--- src/rtl/pc_counter.sv ---
// Registered up/down counter with parallel load, configurable step and
// overflow policy, plus boundary-event pulse and sticky overflow flag.
module pc_counter #(
  parameter int                 WIDTH     = 16,
  parameter int                 STEP      = 1,
  parameter bit                 SATURATE  = 1'b0,
  parameter logic [WIDTH-1:0]   RESET_VAL = '0
) (
  input  logic             clk,
  input  logic             rst_n,
  input  logic             load,
  input  logic             inc,
  input  logic             dec,
  input  logic [WIDTH-1:0] in,
  input  logic             clr_ovf,
  output logic [WIDTH-1:0] out,
  output logic             wrap,
  output logic             ovf,
  output logic             at_max,
  output logic             at_min
);

  localparam logic [WIDTH:0]   STEP_X  = (WIDTH+1)'(STEP);
  localparam logic [WIDTH-1:0] MAX_VAL = '1;
  localparam logic [WIDTH-1:0] MIN_VAL = '0;

  typedef enum logic [1:0] {
    OP_HOLD = 2'd0,
    OP_LOAD = 2'd1,
    OP_INC  = 2'd2,
    OP_DEC  = 2'd3
  } op_e;

  op_e              op;
  logic [WIDTH:0]   sum_x;
  logic [WIDTH:0]   diff_x;
  logic             inc_evt;
  logic             dec_evt;
  logic [WIDTH-1:0] next_out;
  logic             next_evt;

  // Command decode: load beats inc/dec; inc and dec together cancel to hold.
  always_comb begin
    op = OP_HOLD;
    if (load)             op = OP_LOAD;
    else if (inc && !dec) op = OP_INC;
    else if (dec && !inc) op = OP_DEC;
  end

  // One extra bit exposes carry out of the add and borrow out of the subtract.
  assign sum_x   = {1'b0, out} + STEP_X;
  assign diff_x  = {1'b0, out} - STEP_X;
  assign inc_evt = sum_x[WIDTH];
  assign dec_evt = diff_x[WIDTH];

  always_comb begin
    next_out = out;
    next_evt = 1'b0;
    case (op)
      OP_LOAD: next_out = in;
      OP_INC: begin
        next_evt = inc_evt;
        if (inc_evt && SATURATE) next_out = MAX_VAL;
        else                     next_out = sum_x[WIDTH-1:0];
      end
      OP_DEC: begin
        next_evt = dec_evt;
        if (dec_evt && SATURATE) next_out = MIN_VAL;
        else                     next_out = diff_x[WIDTH-1:0];
      end
      default: next_out = out;
    endcase
  end

  // A boundary event on the same edge as clr_ovf leaves the flag set.
  always_ff @(posedge clk) begin
    if (!rst_n) begin
      out  <= RESET_VAL;
      wrap <= 1'b0;
      ovf  <= 1'b0;
    end else begin
      out  <= next_out;
      wrap <= next_evt;
      if (next_evt)     ovf <= 1'b1;
      else if (clr_ovf) ovf <= 1'b0;
    end
  end

  assign at_max = (out == MAX_VAL);
  assign at_min = (out == MIN_VAL);

endmodule

--- config.mk ---
export PLATFORM = sky130hd
export DESIGN_NAME = pc_counter
export DESIGN_NICKNAME = d
export VERILOG_FILES = /design/src/rtl/pc_counter.sv
export SDC_FILE = /design/constraint.sdc
export NUM_CORES = 1
export LEC_CHECK = 0
export BUFFER_PORTS_ARGS = -buffer_cell sky130_fd_sc_hd__buf_2
export CORE_MARGIN = 2
export CORE_UTILIZATION = 53
export DETAILED_ROUTE_END_ITERATION = 10
export HOLD_SLACK_MARGIN = 0.03
export PLACE_DENSITY = 0.8
export SLEW_MARGIN = 20
export SYNTH_ARGS = -nofsm -noshare
export SYNTH_HDL_FRONTEND = slang
export SYNTH_SLANG_ARGS = --single-unit
--- constraint.sdc ---
create_clock -name clk -period 2.3 [get_ports clk]
set_clock_uncertainty 0.1 [all_clocks]
set_input_delay 0.46 -clock clk [delete_from_list [all_inputs] [get_ports clk]]
set_output_delay 0.46 -clock clk [all_outputs]
set_load 0.1 [all_outputs]
==> impl_metrics.yaml, run 1 <==
clock_tree:
  tritoncts: "built"
  clk_pin_slew_worst_paths_ps: 120
  cts_made_buffers: 3
  ctsRootBufferMaster: "clkbuf_4"
  hold_buffers: 0
  clk_path_buf_depth: 2
  cts.sinks: 18
  clk_latency_ps: 320
  ctsHtreeMaxLevel: 1
yosys:
  synth_area_sq_um: 1685
  ys_seq_area_frac: 0.2138
  postSynthCellCount: 227
  synth_edf_count: 0
  synth.area.top_cells: "dfxtp_1 21%, a21oi_1 7.7%, nand2_1 4.5%"
  yosys_warnings: 0
  ys.flop_type: "dfxtp_1"
  synth_top_area_cell: "dfxtp_1"
  post_synth.cell_area_avg_sq_um: 7.425
  synth.distinct_cells: 62
  synth-seq-cells: 18
  syn_nets: 252
  yosysTopAreaCellShare: 0.2138
  async_flop_share: 0
place:
  gp_congestion: 0.9954
  dp.cells: 319
  hpwl_microns: 4044
  port_buffers: 41
  dp_slack_ps: 47.84
hold_path:
  hold_start: "clr_ovf"
  holdPathStages: 3
  holdPathEnd: "ovf$_SDFFE_PN0P_"
  min_path_type: "primary input to flip-flop"
timing:
  final.min_clock_period_ps: 2354
  worst_pin_slew_ps: 532.1
  hold_violations: 0
  maxSlewHeadroom: 0.6361
  fmax_mhz: 424.7
  rsz0062_at_grt: "true"
  hold_ws_ps: 298.1
  slew_viol_final: 0
  setup_ws_ps: -54.45
  fin_crit_sh: 1.024
  setup_viol: 1
global_route:
  antenna_found_initial: 0
  grt_overflow: 0
  grt_usage: 0.3241
  grt_pass1_wl_microns: 8859
  grt_pass1_vias: 1905
  grt_max_degree: 15
power:
  combPwrFrac: 0.525
  peakVddDrop_uv: 253.0
  pwr-share-seq: 0.324
  power_leakage_uw: 0.0009478
  intPower_uw: 616.4
  p_per_area_nw_per_um2: 534.5
  p_switching_uw: 573.2
  switching_share: 0.4818
  clockPowerShare: 0.151
drt:
  vias: 2078
  drc: 0
  first_pass_iters: 5
  ant_nets: 0
  via_per_inst: 6.297
  wl_microns: 5412
  drtIter0Drc: 281
  wl_per_cell_microns: 16.40
critical_path:
  slowest_delay_ps: 380
  cp.arrival_ps: 1790
  cp.required_ps: 1740
  reg2reg_to: "out[9]$_SDFFE_PN0P_"
  r2r_cells: 6
  cp_cell_sequence: "nor4_4 > nand3_2 > nor4b_4 > buf_12"
  cp_num_buf_inv: 1
  regToRegSetupSlack_ps: 300
  crit_slowest_cell: "nor4b_4"
  cp_max_fo: 2
  end_kind: "output pin"
  worst_setup_path_start_kind: "flip-flop"
  worst_path_dominant_cell_family: "simple AND/OR/NAND/NOR gates"
  critPathKind: "flip-flop to output pin"
  r2r_start: "out[0]$_SDFFE_PN0P_"
cells_and_area:
  final_util: 0.7351
  drive_gt1_frac: 0.3846
  n_antenna_cell: 0
  nets: 312
  fillers: 265
  area_delta_synth_final_pct: 32.07
  fin_cells: 330
floorplanning:
  coreArea_sq_um: 3028
  row_count: 20
  io_pins: 42
  die_h_microns: 60.39
  dieArea_sq_um: 3647
  start_util: 0.5566
  die_x_microns: 60.39
run_status:
  status: "finished with violations"
  failed_checks: "negative setup slack"
run:
  cap_viol_max_count: 0
==> power groups by stage <==
stage               Clock, uW  Sequential (uW)  Combinational [uW]
CTS                       181              384                 615
finish                    180              386                 624
global placement            0              399                 585
floorplan                   0              566                 273
detailed placement          0              399                 589
global route              198              391                 666
==> stage by stage <==
stage | area, sq um | power, uW | TNS [ps]
2_1_floorplan | 1772 | 839.3 | -1620
3_3_place_gp | 2146 | 983.7 | 0
3_5_place_dp | 2146 | 988.6 | 0
4_1_cts | 2218 | 1181 | -50.67
5_1_grt | 2226 | 1254 | -87.74
6_report | 2226 | 1190 | -54.45
==> worst min-delay path, stage by stage <==
cell and delay [ps]:
buf_2 70, nand2b_1 80, a21oi_1 50
==> synthesized netlist by cell type, drive strengths merged, types with 3 or more instances <==
cell and number:
nor2b 4, and4 3, a21oi 26, nand2b 4, a2bb2oi 4, and2 3
nor4 7, o22ai 5, inv 8, o211ai 3, ha 3, nand3 11
o21ai 11, buf 11, clkbuf 6, and3 4, a32oi 3, dfxtp 18
nand4 9, xnor2 3, nor3 7, nand2 21, nor2 18, o31ai 3
==> cell families (layout without fill, tap and decap cells) <==
family                     after synthesis  count (layout)  synth area share
buffers and inverters                   25              84           0.07127
xor gates and xnor gates                 5               5           0.02599
and+or+nand+nor                        101             101            0.3675
muxes                                    2               2           0.01188
DFF                                     18              18            0.2138
adders and majority gates                3               3           0.02227
AOI/OAI and AO/OA                       73              73            0.2873
==> worst max path at each step <==
stage | from | endpoint | slack, ps | depth (start not counted)
floorplan | out[7]$_SDFFE_PN0P_ | ovf$_SDFFE_PN0P_ | -570 | 6
global placement | inc | out[11]$_SDFFE_PN0P_ | 90 | 8
detailed placement | inc | out[11]$_SDFFE_PN0P_ | 50 | 8
CTS | out[9]$_SDFFE_PN0P_ | at_min | -50 | 4
global route | out[9]$_SDFFE_PN0P_ | at_min | -90 | 4
finish | out[9]$_SDFFE_PN0P_ | at_min | -50 | 4
==> final cells by class <==
type                       count  area (sq um)  area share
multi-input combinational    184          1234      0.5542
timing repair buffer          72         480.5      0.2159
sequential                    18         400.4      0.1799
tap                           44         55.05     0.02473
inverter                       8         30.03     0.01349
clock buffer                   4         26.28     0.01180
==> cell usage in the layout (no fill, tap or decap), drive strengths merged, types with 2 or more instances in the layout <==
| cell | n |
|---|---|
| a2111oi | 2 |
| a21oi | 26 |
| a22oi | 2 |
| a2bb2oi | 4 |
| a311oi | 2 |
| a32o | 2 |
| a32oi | 3 |
| and2 | 3 |
| and3 | 4 |
| and4 | 3 |
| buf | 72 |
| clkbuf | 4 |
| dfxtp | 18 |
| ha | 3 |
| inv | 8 |
| mux2i | 2 |
| nand2 | 21 |
| nand2b | 4 |
| nand3 | 11 |
| nand4 | 9 |
| nor2 | 18 |
| nor2b | 4 |
| nor3 | 7 |
| nor3b | 2 |
| nor4 | 7 |
| o211ai | 3 |
| o21a | 2 |
| o21ai | 11 |
| o22ai | 5 |
| o31ai | 3 |
| or2 | 2 |
| xnor2 | 3 |
| xor2 | 2 |
==> state kept, by name, summed over array words and instances (netlist names) <==
name	flops
ovf	1
out	16
wrap	1
==> metal layers <==
| layer | up-vias | global-route usage | wire length [microns] |
|---|---|---|---|
| li1 | 983 | - | - |
| met1 | 945 | 0.4502 | 2298 |
| met2 | 133 | 0.4891 | 2468 |
| met3 | 17 | 0.05970 | 520 |
| met4 | 0 | 0.1429 | 125 |
| met5 | - | 0 | 0 |
==> repair_timing <==
action / 4_1_cts / 5_1_grt
resized for setup: 1 / 0
setup endpoints to repair: 2 / 1
setup buffers: 6 / 1
endpoints found under the hold margin: 0 / 0
pin swaps: 4 / 1
No activity file was read; power rests on OpenSTA's default activity.
==> inputs of run 2 (changes only) <==
PLACE_DENSITY = 0.79   (was 0.8)
==> run 2 against run 1 <==
Net effect: the run still ends with negative setup slack left; worst setup slack better by 25 ps; utilization up 0.91 points; sequential share of layout area down 0.22 points; via count up 1.5%; maximum frequency up 1.1%; largest cell class unchanged; sequential power up 2%; clock-buffer cell count down 1; wire length up 2.4%; hold slack worse by 4.3 ps; critical path depth unchanged.
==> impl_metrics.yaml, run 2 (same netlist as run 1, synthesis figures left out) <==
timing:
  hold_ws_ps: 293.9
  worst_pin_slew_ps: 569.2
  setup_viol: 1
  hold_violations: 0
  tns_ps: -29.63
  setup_ws_ps: -29.63
  fin_crit_sh: 1.013
  fmax_mhz: 429.3
  slew_viol_final: 0
  final.min_clock_period_ps: 2330
  rsz0062_at_grt: "true"
  maxSlewHeadroom: 0.6176
critical_path:
  end_kind: "output pin"
  cp.required_ps: 1740
  worst_setup_path_start_kind: "flip-flop"
  regToRegSetupSlack_ps: 230
  r2r_start: "out[0]$_SDFFE_PN0P_"
  r2r_cells: 6
  reg2reg_to: "out[9]$_SDFFE_PN0P_"
  cp.arrival_ps: 1770
  critPathKind: "flip-flop to output pin"
  crit_path_start: "out[6]$_SDFFE_PN0P_"
  cp_max_fo: 2
  cp-endpoint: "at_min"
cells_and_area:
  largest_reg_flops: 16
  largestRegisters: "out x16, ovf x1, wrap x1"
  drive_gt1_frac: 0.3902
  n_antenna_cell: 0
  layout_common_cells: "39 x buf_2, 30 x buf_4, 26 x a21oi_1"
  finalInstanceArea_sq_um: 2253
  final_common_cell: "buf_2"
  fillers: 246
  area_delta_synth_final_pct: 33.70
  nets: 313
  final_util: 0.7442
  largest_register: "out"
power:
  clockPowerShare: 0.146
  intPower_uw: 618.4
  p_per_area_nw_per_um2: 531.3
  peakVddDrop_uv: 410.4
  switching_share: 0.4835
  p_switching_uw: 578.8
  combPwrFrac: 0.525
  pwr-share-seq: 0.329
  power_leakage_uw: 0.0009589
global_route:
  grt_pass1_vias: 1894
  grt_pass1_wl_microns: 9142
  grt_max_degree: 14
  grt_overflow: 0
  grt_usage: 0.3316
  antenna_found_initial: 0
clock_tree:
  ctsRootBufferMaster: "clkbuf_4"
  hold_buffers: 0
  clk_path_buf_depth: 2
  cts_made_buffers: 3
  tritoncts: "built"
  clk_latency_ps: 310
  clk_pin_slew_worst_paths_ps: 110
  ctsHtreeMaxLevel: 1
  cts.sinks: 18
floorplanning:
  start_util: 0.5566
  row_count: 20
  dieArea_sq_um: 3647
  die_h_microns: 60.39
  io_pins: 42
  die_x_microns: 60.39
  coreArea_sq_um: 3028
drt:
  wl_microns: 5542
  first_pass_iters: 5
  drc: 0
  ant_nets: 0
  drtIter0Drc: 276
  wl_per_cell_microns: 16.74
  via_per_inst: 6.375
  vias: 2110
run:
  cap_viol_max_count: 0
place:
  gp_congestion: 0.9829
  port_buffers: 41
  placed_area_sq_um: 2136
  hpwl_microns: 3977
run_status:
  status: "finished with violations"
  failed_checks: "negative setup slack"
hold_path:
  min_path_type: "primary input to flip-flop"
run 2: power groups by stage:
| stage | clock (uW) | sequential [uW] | combinational [uW] |
|---|---|---|---|
| floorplan | 0 | 566 | 273 |
| global placement | 0 | 405 | 576 |
| detailed placement | 0 | 407 | 581 |
| CTS | 178 | 391 | 612 |
| global route | 195 | 399 | 668 |
| finish | 175 | 394 | 629 |
run 2: layout make-up:
| cell class | instances | area (sq um) | area share |
|---|---|---|---|
| inverters | 8 | 30.03 | 0.01333 |
| well taps | 44 | 55.05 | 0.02443 |
| multi-input cells | 184 | 1241 | 0.5508 |
| flip-flops and latches | 18 | 400.4 | 0.1777 |
| clock inverters | 1 | 3.754 | 0.001666 |
| repair buffers | 73 | 500.5 | 0.2221 |
| clock buffers | 3 | 22.52 | 0.009994 |
run 2: worst max-delay path, stage by stage (launching register included):
cell and delay (ps):
dfxtp_4 370, nor4_4 380, nand3_4 140, nor4b_4 350, buf_12 220
run 2: stage by stage:
stage | cells | power [uW] | worst slack [ps]
finish | 331 | 1197 | -29.63
global route | 331 | 1261 | -87.68
CTS | 326 | 1182 | -48.73
detailed placement | 316 | 987.7 | 29.03
global placement | 316 | 980.6 | 125.7
floorplan | 227 | 839.3 | -572.8
run 2: worst min-delay path by stage:
stage	start	to	slack [ps]	cells after the start
2_1_floorplan	rst_n	out[14]$_SDFFE_PN0P_	480	1
3_3_place_gp	ovf$_SDFFE_PN0P_	ovf$_SDFFE_PN0P_	350	2
3_5_place_dp	ovf$_SDFFE_PN0P_	ovf$_SDFFE_PN0P_	370	2
4_1_cts	clr_ovf	ovf$_SDFFE_PN0P_	300	3
5_1_grt	clr_ovf	ovf$_SDFFE_PN0P_	330	3
6_report	clr_ovf	ovf$_SDFFE_PN0P_	290	3
run 2: repair_timing:
item / in CTS / in global routing
buffers inserted: 6 / 5
cloned: 0 / 0
pin swaps: 3 / 5
setup endpoints to repair: 2 / 2
gates resized for setup: 2 / 1
run 2: per-layer routing:
layer,share of wire,global-route usage,vias up,wire length [microns]
met1,0.40,0.4455,949,2227
met3,0.11,0.06823,19,605
met4,0.025,0.09524,0,138
met5,0,0,-,0
li1,-,-,983,-
met2,0.46,0.5388,159,2570
==> inputs of run 3 (changes only) <==
CORE_MARGIN = unset   (was 2)
PLACE_DENSITY = 0.81   (was 0.79)
==> run 3 against run 2 <==
Net effect: the flow still finishes with violations (negative setup slack); first-iteration DRC count down 20%; largest cell class unchanged; critical path depth unchanged; largest power group unchanged; die area down 6.5%; sequential share of layout area up 0.26 points; non-clock buffer count down 3.
==> impl_metrics.yaml, run 3 (same netlist as run 1, synthesis figures left out) <==
global_route:
  grt_max_degree: 14
  grt_usage: 0.3335
  grt_pass1_vias: 1853
  antenna_found_initial: 0
  grt_pass1_wl_microns: 8700
  grt_overflow: 0
clock_tree:
  ctsRootBufferMaster: "clkbuf_4"
  cts.sinks: 18
  clk_latency_ps: 310
  ctsHtreeMaxLevel: 1
  clk_path_buf_depth: 2
  cts_made_buffers: 3
  hold_buffers: 0
  tritoncts: "built"
  clk_pin_slew_worst_paths_ps: 120
cells_and_area:
  largestRegisters: "out x16, ovf x1, wrap x1"
  largest_register: "out"
  layout_common_cells: "39 x buf_2, 28 x buf_4, 26 x a21oi_1"
  largest_reg_flops: 16
  fillers: 254
  area_delta_synth_final_pct: 31.77
  multi_input_area_sq_um: 1234
  final_common_cell: "buf_2"
  drive_gt1_frac: 0.3838
  fin_cells: 328
  layout.area.seq_sq_um: 400.4
  nets: 310
  n_antenna_cell: 0
place:
  hpwl_microns: 4111
  gp_congestion: 1.011
  port_buffers: 41
  dp.cells: 318
critical_path:
  crit_slowest_cell: "nor4b_4"
  worst_path_dominant_cell_family: "simple AND/OR/NAND/NOR gates"
  cp_num_buf_inv: 1
  end_kind: "output pin"
  worst_setup_path_start_kind: "flip-flop"
  cp.arrival_ps: 1790
  cp.required_ps: 1740
  cp_cell_sequence: "nor4_4 > nand3_2 > nor4b_4 > buf_12"
  cp_max_fo: 2
  critPathKind: "flip-flop to output pin"
  slowest_delay_ps: 380
hold_path:
  min_path_type: "primary input to flip-flop"
run_status:
  failed_checks: "negative setup slack"
  status: "finished with violations"
drt:
  ant_nets: 0
  drtIter0Drc: 220
  drc: 0
  wl_microns: 5480
  first_pass_iters: 5
  vias: 2044
  wl_per_cell_microns: 16.71
  via_per_inst: 6.232
timing:
  maxSlewHeadroom: 0.6360
  setup_ws_ps: -48.59
  worst_pin_slew_ps: 541.8
  setup_viol: 1
  slew_viol_final: 0
  rsz0062_at_grt: "true"
  final.min_clock_period_ps: 2349
  fin_crit_sh: 1.021
  hold_violations: 0
  fmax_mhz: 425.8
  tns_ps: -48.59
power:
  peakVddDrop_uv: 394.8
  p_per_area_nw_per_um2: 545.5
  power_leakage_uw: 0.0009445
floorplanning:
  die_x_microns: 58.39
  dieArea_sq_um: 3409
  start_util: 0.5566
  row_count: 20
  io_pins: 42
  die_h_microns: 58.39
  coreArea_sq_um: 3028
run:
  cap_viol_max_count: 0
[run 3: cell count changes in the layout (fill, tap and decap cells not counted)]
cell / change
clkbuf_8: +1
clkinv_1: -1
nand3_2: +1
buf_12: -1
buf_4: -2
inv_1: +1
inv_2: -1
nand3_4: -1
[run 3: stage by stage]
step                hold slack, ps  area (sq um)  utilization  total power (uW)  setup WS [ps]
global route                 317.9          2221       0.7335              1274         -103.6
floorplan                    477.5          1772            -             839.3         -572.8
finish                       298.9          2221       0.7335              1211         -48.59
detailed placement           364.8          2138       0.7062             983.2          97.09
CTS                          302.2          2220       0.7331              1202         -70.31
global placement             354.0          2138       0.7062             977.4          111.4
[run 3: worst paths after layout]
path	from	end	slack (ps)	depth (start not counted)
worst max-delay path	out[6]$_SDFFE_PN0P_	at_min	-50	4
worst min-delay path	clr_ovf	ovf$_SDFFE_PN0P_	300	3
worst max register to register	out[0]$_SDFFE_PN0P_	out[9]$_SDFFE_PN0P_	330	6
worst min register to register	ovf$_SDFFE_PN0P_	ovf$_SDFFE_PN0P_	380	2
[run 3: worst register-to-register path, delay by kind of cell, from the launching register on]
| kind | cells | cell delay, ps |
|---|---|---|
| buffers and inverters | 1 | 160 |
| AO/OA/AOI/OAI | 3 | 620 |
| AND/OR/NAND/NOR | 2 | 630 |
| flip-flops | 1 | 360 |
[run 3: final cells by class]
| class | instances | area share |
|---|---|---|
| clock buffer | 4 | 0.01634 |
| tap | 44 | 0.02479 |
| timing repair buffer | 70 | 0.2096 |
| sequential | 18 | 0.1803 |
| multi-input combinational | 184 | 0.5555 |
| inverter | 8 | 0.01352 |
[run 3: power by group]
group          total [uW]  leakage (uW)  internal (uW)  switching [uW]
Clock                 209     0.0000210           96.8             112
Combinational         610      0.000767            202             409
Sequential            392      0.000156            341            51.3
[run 3: per-layer routing]
layer / share of wire / track usage / vias up
li1: - / - / 975
met1: 0.43 / 0.4516 / 921
met2: 0.45 / 0.5320 / 126
met3: 0.088 / 0.04835 / 22
met4: 0.030 / 0.1361 / 0
met5: 0 / 0 / -
[run 3: what timing repair did]
action,in CTS,in global routing
setup endpoints to repair,1,2
cloned,0,0
gates resized for setup,0,1
pin swaps,3,3
setup buffers,6,0
